File: config.mk
export PLATFORM = sky130hd
export DESIGN_NAME = clk_tick_arbiter
export DESIGN_NICKNAME = d
export VERILOG_FILES = /design/src/rtl/clk_tick_arbiter.sv
export SDC_FILE = /design/constraint.sdc
export NUM_CORES = 1
export LEC_CHECK = 0
export CAP_MARGIN = 20
export CORE_ASPECT_RATIO = 1.75
export CORE_UTILIZATION = 40
export DETAILED_ROUTE_END_ITERATION = 10
export PLACE_DENSITY = 0.79
export SLEW_MARGIN = 20
export SYNTH_ARGS = -nofsm -noshare
export SYNTH_HDL_FRONTEND = slang
export SYNTH_SLANG_ARGS = --single-unit
File: constraint.sdc
create_clock -name clock -period 1.8 [get_ports clock]
set_input_delay 0.36 -clock clock [delete_from_list [all_inputs] [get_ports clock]]
set_output_delay 0.36 -clock clock [all_outputs]
set_load 0.01 [all_outputs]
File: src/rtl/clk_tick_arbiter.sv
// clk_tick_arbiter: programmable tick shared round-robin among requesters.
// Define CLK_TICK_ARB_OVERRUN_CNT_EN to add the saturating overrun_cnt output.
module clk_tick_arbiter #(
  parameter int NUM_REQ = 4,
  parameter int PRESCALE_W = 17,
  localparam int IDX_W = $clog2(NUM_REQ)
) (
  input  logic                  clock,
  input  logic                  reset,
  input  logic [PRESCALE_W-1:0] div_value,
  input  logic [NUM_REQ-1:0]    req,
  input  logic [NUM_REQ-1:0]    ack,
  input  logic                  clr_overrun,
  output logic                  tick,
  output logic [NUM_REQ-1:0]    grant,
  output logic [IDX_W-1:0]      grant_idx,
  output logic                  busy,
`ifdef CLK_TICK_ARB_OVERRUN_CNT_EN
  output logic                  overrun,
  output logic [7:0]            overrun_cnt
`else
  output logic                  overrun
`endif
);

  typedef enum logic {
    IDLE,
    GRANT
  } state_e;

  state_e                state_q, state_d;
  logic [PRESCALE_W-1:0] count_q, count_d;
  logic                  tick_q, tick_d;
  logic [IDX_W-1:0]      idx_q, idx_d;
  logic [IDX_W-1:0]      ptr_q, ptr_d;
  logic                  ovr_q, ovr_d;
  logic                  ovr_ev;

  logic [IDX_W:0]        sh;
  logic [IDX_W:0]        off;
  logic [IDX_W:0]        sum;
  logic [2*NUM_REQ-1:0]  rot;
  logic                  found;
  logic [IDX_W-1:0]      win;

  always_comb begin
    tick_d  = 1'b0;
    count_d = count_q - 1'b1;
    if (count_q == '0) begin
      tick_d  = 1'b1;
      count_d = div_value;
    end
  end

  // Rotate so bit 0 is the requester just after the pointer.
  always_comb begin
    sh    = {1'b0, ptr_q} + (IDX_W+1)'(1);
    rot   = {req, req} >> sh;
    found = 1'b0;
    off   = '0;
    for (int k = 0; k < NUM_REQ; k++) begin
      if (!found && rot[k]) begin
        found = 1'b1;
        off   = (IDX_W+1)'(k + 1);
      end
    end
    sum = {1'b0, ptr_q} + off;
    if (sum >= (IDX_W+1)'(NUM_REQ)) begin
      win = IDX_W'(sum - (IDX_W+1)'(NUM_REQ));
    end else begin
      win = IDX_W'(sum);
    end
  end

  always_comb begin
    state_d = state_q;
    idx_d   = idx_q;
    ptr_d   = ptr_q;
    ovr_ev  = 1'b0;
    case (state_q)
      IDLE: begin
        if (tick_q && found) begin
          state_d = GRANT;
          idx_d   = win;
          ptr_d   = win;
        end
      end
      GRANT: begin
        if (ack[idx_q]) begin
          if (tick_q && found) begin
            idx_d = win;
            ptr_d = win;
          end else begin
            state_d = IDLE;
          end
        end else if (tick_q) begin
          ovr_ev = 1'b1;
        end
      end
      default: state_d = IDLE;
    endcase
    ovr_d = ovr_ev | (ovr_q & ~clr_overrun);
  end

  always_ff @(posedge clock or posedge reset) begin
    if (reset) begin
      state_q <= IDLE;
      count_q <= '0;
      tick_q  <= 1'b0;
      idx_q   <= '0;
      ptr_q   <= IDX_W'(NUM_REQ - 1);
      ovr_q   <= 1'b0;
    end else begin
      state_q <= state_d;
      count_q <= count_d;
      tick_q  <= tick_d;
      idx_q   <= idx_d;
      ptr_q   <= ptr_d;
      ovr_q   <= ovr_d;
    end
  end

`ifdef CLK_TICK_ARB_OVERRUN_CNT_EN
  logic [7:0] cnt_q, cnt_d;

  always_comb begin
    cnt_d = cnt_q;
    if (clr_overrun) begin
      cnt_d = {7'd0, ovr_ev};
    end else if (ovr_ev && cnt_q != 8'hFF) begin
      cnt_d = cnt_q + 8'd1;
    end
  end

  always_ff @(posedge clock or posedge reset) begin
    if (reset) begin
      cnt_q <= '0;
    end else begin
      cnt_q <= cnt_d;
    end
  end

  assign overrun_cnt = cnt_q;
`endif

  assign tick      = tick_q;
  assign busy      = (state_q == GRANT);
  assign grant_idx = idx_q;
  assign overrun   = ovr_q;
  assign grant     = busy ? ({{(NUM_REQ-1){1'b0}}, 1'b1} << idx_q) : '0;

endmodule
==> impl_metrics.toml <==
[finish]
finalInstanceArea_um2 = 2320
fin_util = 0.691
fillCellCount = 258
nets = 250
syn_to_final_growth_pct = 64.4
drive_gt1_frac = 0.381
antenna_cells = 0
fin_cells = 263

[setup_path]
timing.critical_path.arrival_ns = 2.05
critPathKind = "reg2reg"
crit_path_start_kind = "flop"
r2r_start = "count_q[3]$_DFF_PP0_"
crit_required_ns = 2.00
critical_path.startpoint = "count_q[3]$_DFF_PP0_"
critical_path.max_fanout = 6
worst_setup_path_end_kind = "flop"

[timing]
finalMaxSlewViolations = 0
timing.final.ws_setup_ns = -0.0467
skew_ns = 0.00199
fmax_mhz = 542
tightestPinTransition_ns = 0.514
setup_tns_ns = -0.130
setup_violations = 7
timing.final.crit_period_ns = 1.85
hold_viol = 0
slew_headroom = 0.654
rsz0062_at_grt = "yes"
period_share = 1.03

[clocking]
cts_tree = "built"
cts_sinks = 24
cts_buffer_depth = 2
h-tree-depth = 1
hold_buffers = 0
cts_root_buffer = "clkbuf_8"
clkTransAtPathRegs_ns = 0.08
cts_buffers = 3
clk_latency_ns = 0.27

[detailed_routing]
drt-met1-wl_um = 1540
wl_met2_um = 2780
dr.max_layer_used = "met4"
drcViolationCount = 0
ant_nets = 0
drt_iter0_markers = 30
dr.pass1.iters = 4
num_vias = 1476
viasPerCell = 5.61
wirelength_um = 4540
wl_per_cell_um = 17.3
wl_met3_um = 141

[placement]
dp_hpwl_um = 3010
dp_slack_ns = -0.341
io_buffers = 36
gp_routability_congestion = 0.857
postPlaceCellArea_um2 = 2040
place_inst = 252

[global_route]
first_global_vias = 1467
grt_pass1_wl_um = 6310
overflow = 0
antenna_found_initial = 0
grt_max_degree = 25
grt_usage = 0.234

[logic_synthesis]
synth_warnings = 0
syn_nets = 178
synth_cell_type_count = 43
syn_area_per_cell_um2 = 9.62
yosys_register_bits = 24
synth-edff-count = 0
synth_area_um2 = 1410
ys_seq_area_frac = 0.427
synthFlopType = "dfrtp_1"
syn_inst = 147
synthArstFlopShare = 1.00

[min_path]
min_path_type = "in2async"

[power_and_ir_drop]
power.leakage_nw = 0.919
power.density_nw_per_um2 = 757
peakVddDrop_uv = 824

[status]
status = "finished with violations"
violations = "negative setup slack"

[floorplanning]
io_pins = 37
chipHeight_um = 80.7
die_w_um = 46.9
std_cell_rows = 28
core_um2 = 3360
fp.dieArea_um2 = 3790
initial_utilization = 0.420

[job]
maxCapViolCount = 0
registers in the layout, summed over array words and instances (netlist names):
| name | count |
|---|---|
| busy | 1 |
| overrun | 1 |
| ptr_q | 2 |
| grant_idx | 2 |
| tick | 1 |
| count_q | 17 |
synth_stat cells, types with 2 or more instances:
library cell   n  area share
dfrtp_1       22        0.39
o21ai_0       12       0.042
nor3_1        10       0.035
nor4_1         9       0.040
xnor2_1        9       0.056
nand3_1        8       0.028
inv_1          6       0.016
nand2_1        6       0.016
nand2b_1       6       0.027
nor2_1         6       0.016
a31oi_1        5       0.022
mux2_2         5       0.040
ha_1           3       0.027
a21o_1         2       0.011
a21oi_1        2      0.0071
a2bb2oi_1      2       0.012
clkbuf_1       2      0.0053
dfstp_2        2       0.037
nor3b_1        2       0.011
or2_2          2      0.0088
or3_1          2      0.0088
or4_1          2       0.011
or4_4          2       0.016
power by group:
| part | internal (mW) | total (mW) | switching, mW |
|---|---|---|---|
| clock network | 0.196 | 0.373 | 0.177 |
| registers | 0.635 | 0.694 | 0.0587 |
| logic | 0.353 | 0.692 | 0.339 |
| total | 1.18 | 1.76 | 0.575 |
area by class of cell:
| type | instances | area [µm²] | share of cell area |
|---|---|---|---|
| clock buffers | 4 | 55.1 | 0.0237 |
| multi-input cells | 112 | 936 | 0.403 |
| repair buffers | 71 | 641 | 0.276 |
| flip-flops and latches | 24 | 606 | 0.260 |
| well taps | 45 | 56.3 | 0.0242 |
| inverters | 7 | 31.3 | 0.0135 |
routing by layer:
layer  vias to the layer above  GRT usage
met2                        52      0.467
met3                        11     0.0225
li1                        689          -
met4                         0     0.0886
met5                         -          0
met1                       724      0.222
worst paths after layout:
check	slack [ns]	cells past startpoint	to
worst max-delay path	-0.05	4	count_q[15]$_DFF_PP0_
worst min-delay path	0.43	3	count_q[11]$_DFF_PP0_
worst max register to register	-0.05	4	count_q[15]$_DFF_PP0_
worst min register to register	0.51	1	count_q[0]$_DFF_PP0_
max in group asynchronous	1.08	3	ptr_q[0]$_DFFE_PP1P_
min in group clock	0.51	1	count_q[0]$_DFF_PP0_
cell families after synthesis:
kind of cell | synth area share
AND/OR/NAND/NOR | 0.248
buffers and inverters | 0.0354
AO/OA/AOI/OAI | 0.146
flip-flops | 0.427
XOR/XNOR | 0.0620
multiplexers | 0.0557
adder cells (fa/ha/maj) | 0.0266
what timing repair did:
action	in CTS	in global routing
pin swaps	7	3
gates cloned	0	0
buffers inserted	1	6
endpoints found under the setup margin	25	23
gates resized for setup	21	29
endpoints found under the hold margin	0	0
placed cells by master, fill, tap and decap left out, types with 2 or more instances in the layout:
master | netlist | layout
nor2_1 | 6 | 6
buf_4 | 0 | 30
inv_1 | 6 | 6
a21oi_1 | 2 | 2
dlymetal6s2s_1 | 0 | 3
ha_1 | 3 | 3
dfstp_2 | 2 | 2
nand2_1 | 6 | 5
a2bb2oi_1 | 2 | 2
o21ai_0 | 12 | 6
nor4_4 | 0 | 4
a21o_1 | 2 | 2
o21ai_1 | 0 | 3
or3_1 | 2 | 2
nor4_1 | 9 | 4
xnor2_1 | 9 | 8
clkdlybuf4s50_1 | 0 | 31
dlygate4sd2_1 | 0 | 2
nand2b_1 | 6 | 5
dfrtp_1 | 22 | 20
mux2_2 | 5 | 5
nor3_2 | 0 | 5
nand3_1 | 8 | 5
a31oi_1 | 5 | 5
or4_4 | 2 | 3
buf_6 | 1 | 4
clkbuf_8 | 0 | 4
nor3_1 | 10 | 4
dfrtp_2 | 0 | 2
nand3_2 | 0 | 3
o21ai_2 | 0 | 3
critical path, cell delays in order, from the launching register on:
cell       delay [ns]
dfrtp_1          0.38
or4_4            0.60
or4_4            0.50
a21o_1           0.18
a2bb2oi_1        0.11
per-stage QoR:
stage / power, mW / hold slack, ns
final: 1.76 / 0.434
after global routing: 1.84 / 0.473
after CTS: 1.67 / 0.458
after detailed placement: 1.27 / 0.502
after global placement: 1.22 / 0.486
after floorplan: 0.971 / 0.373
No activity file was read; power rests on OpenSTA's default activity.
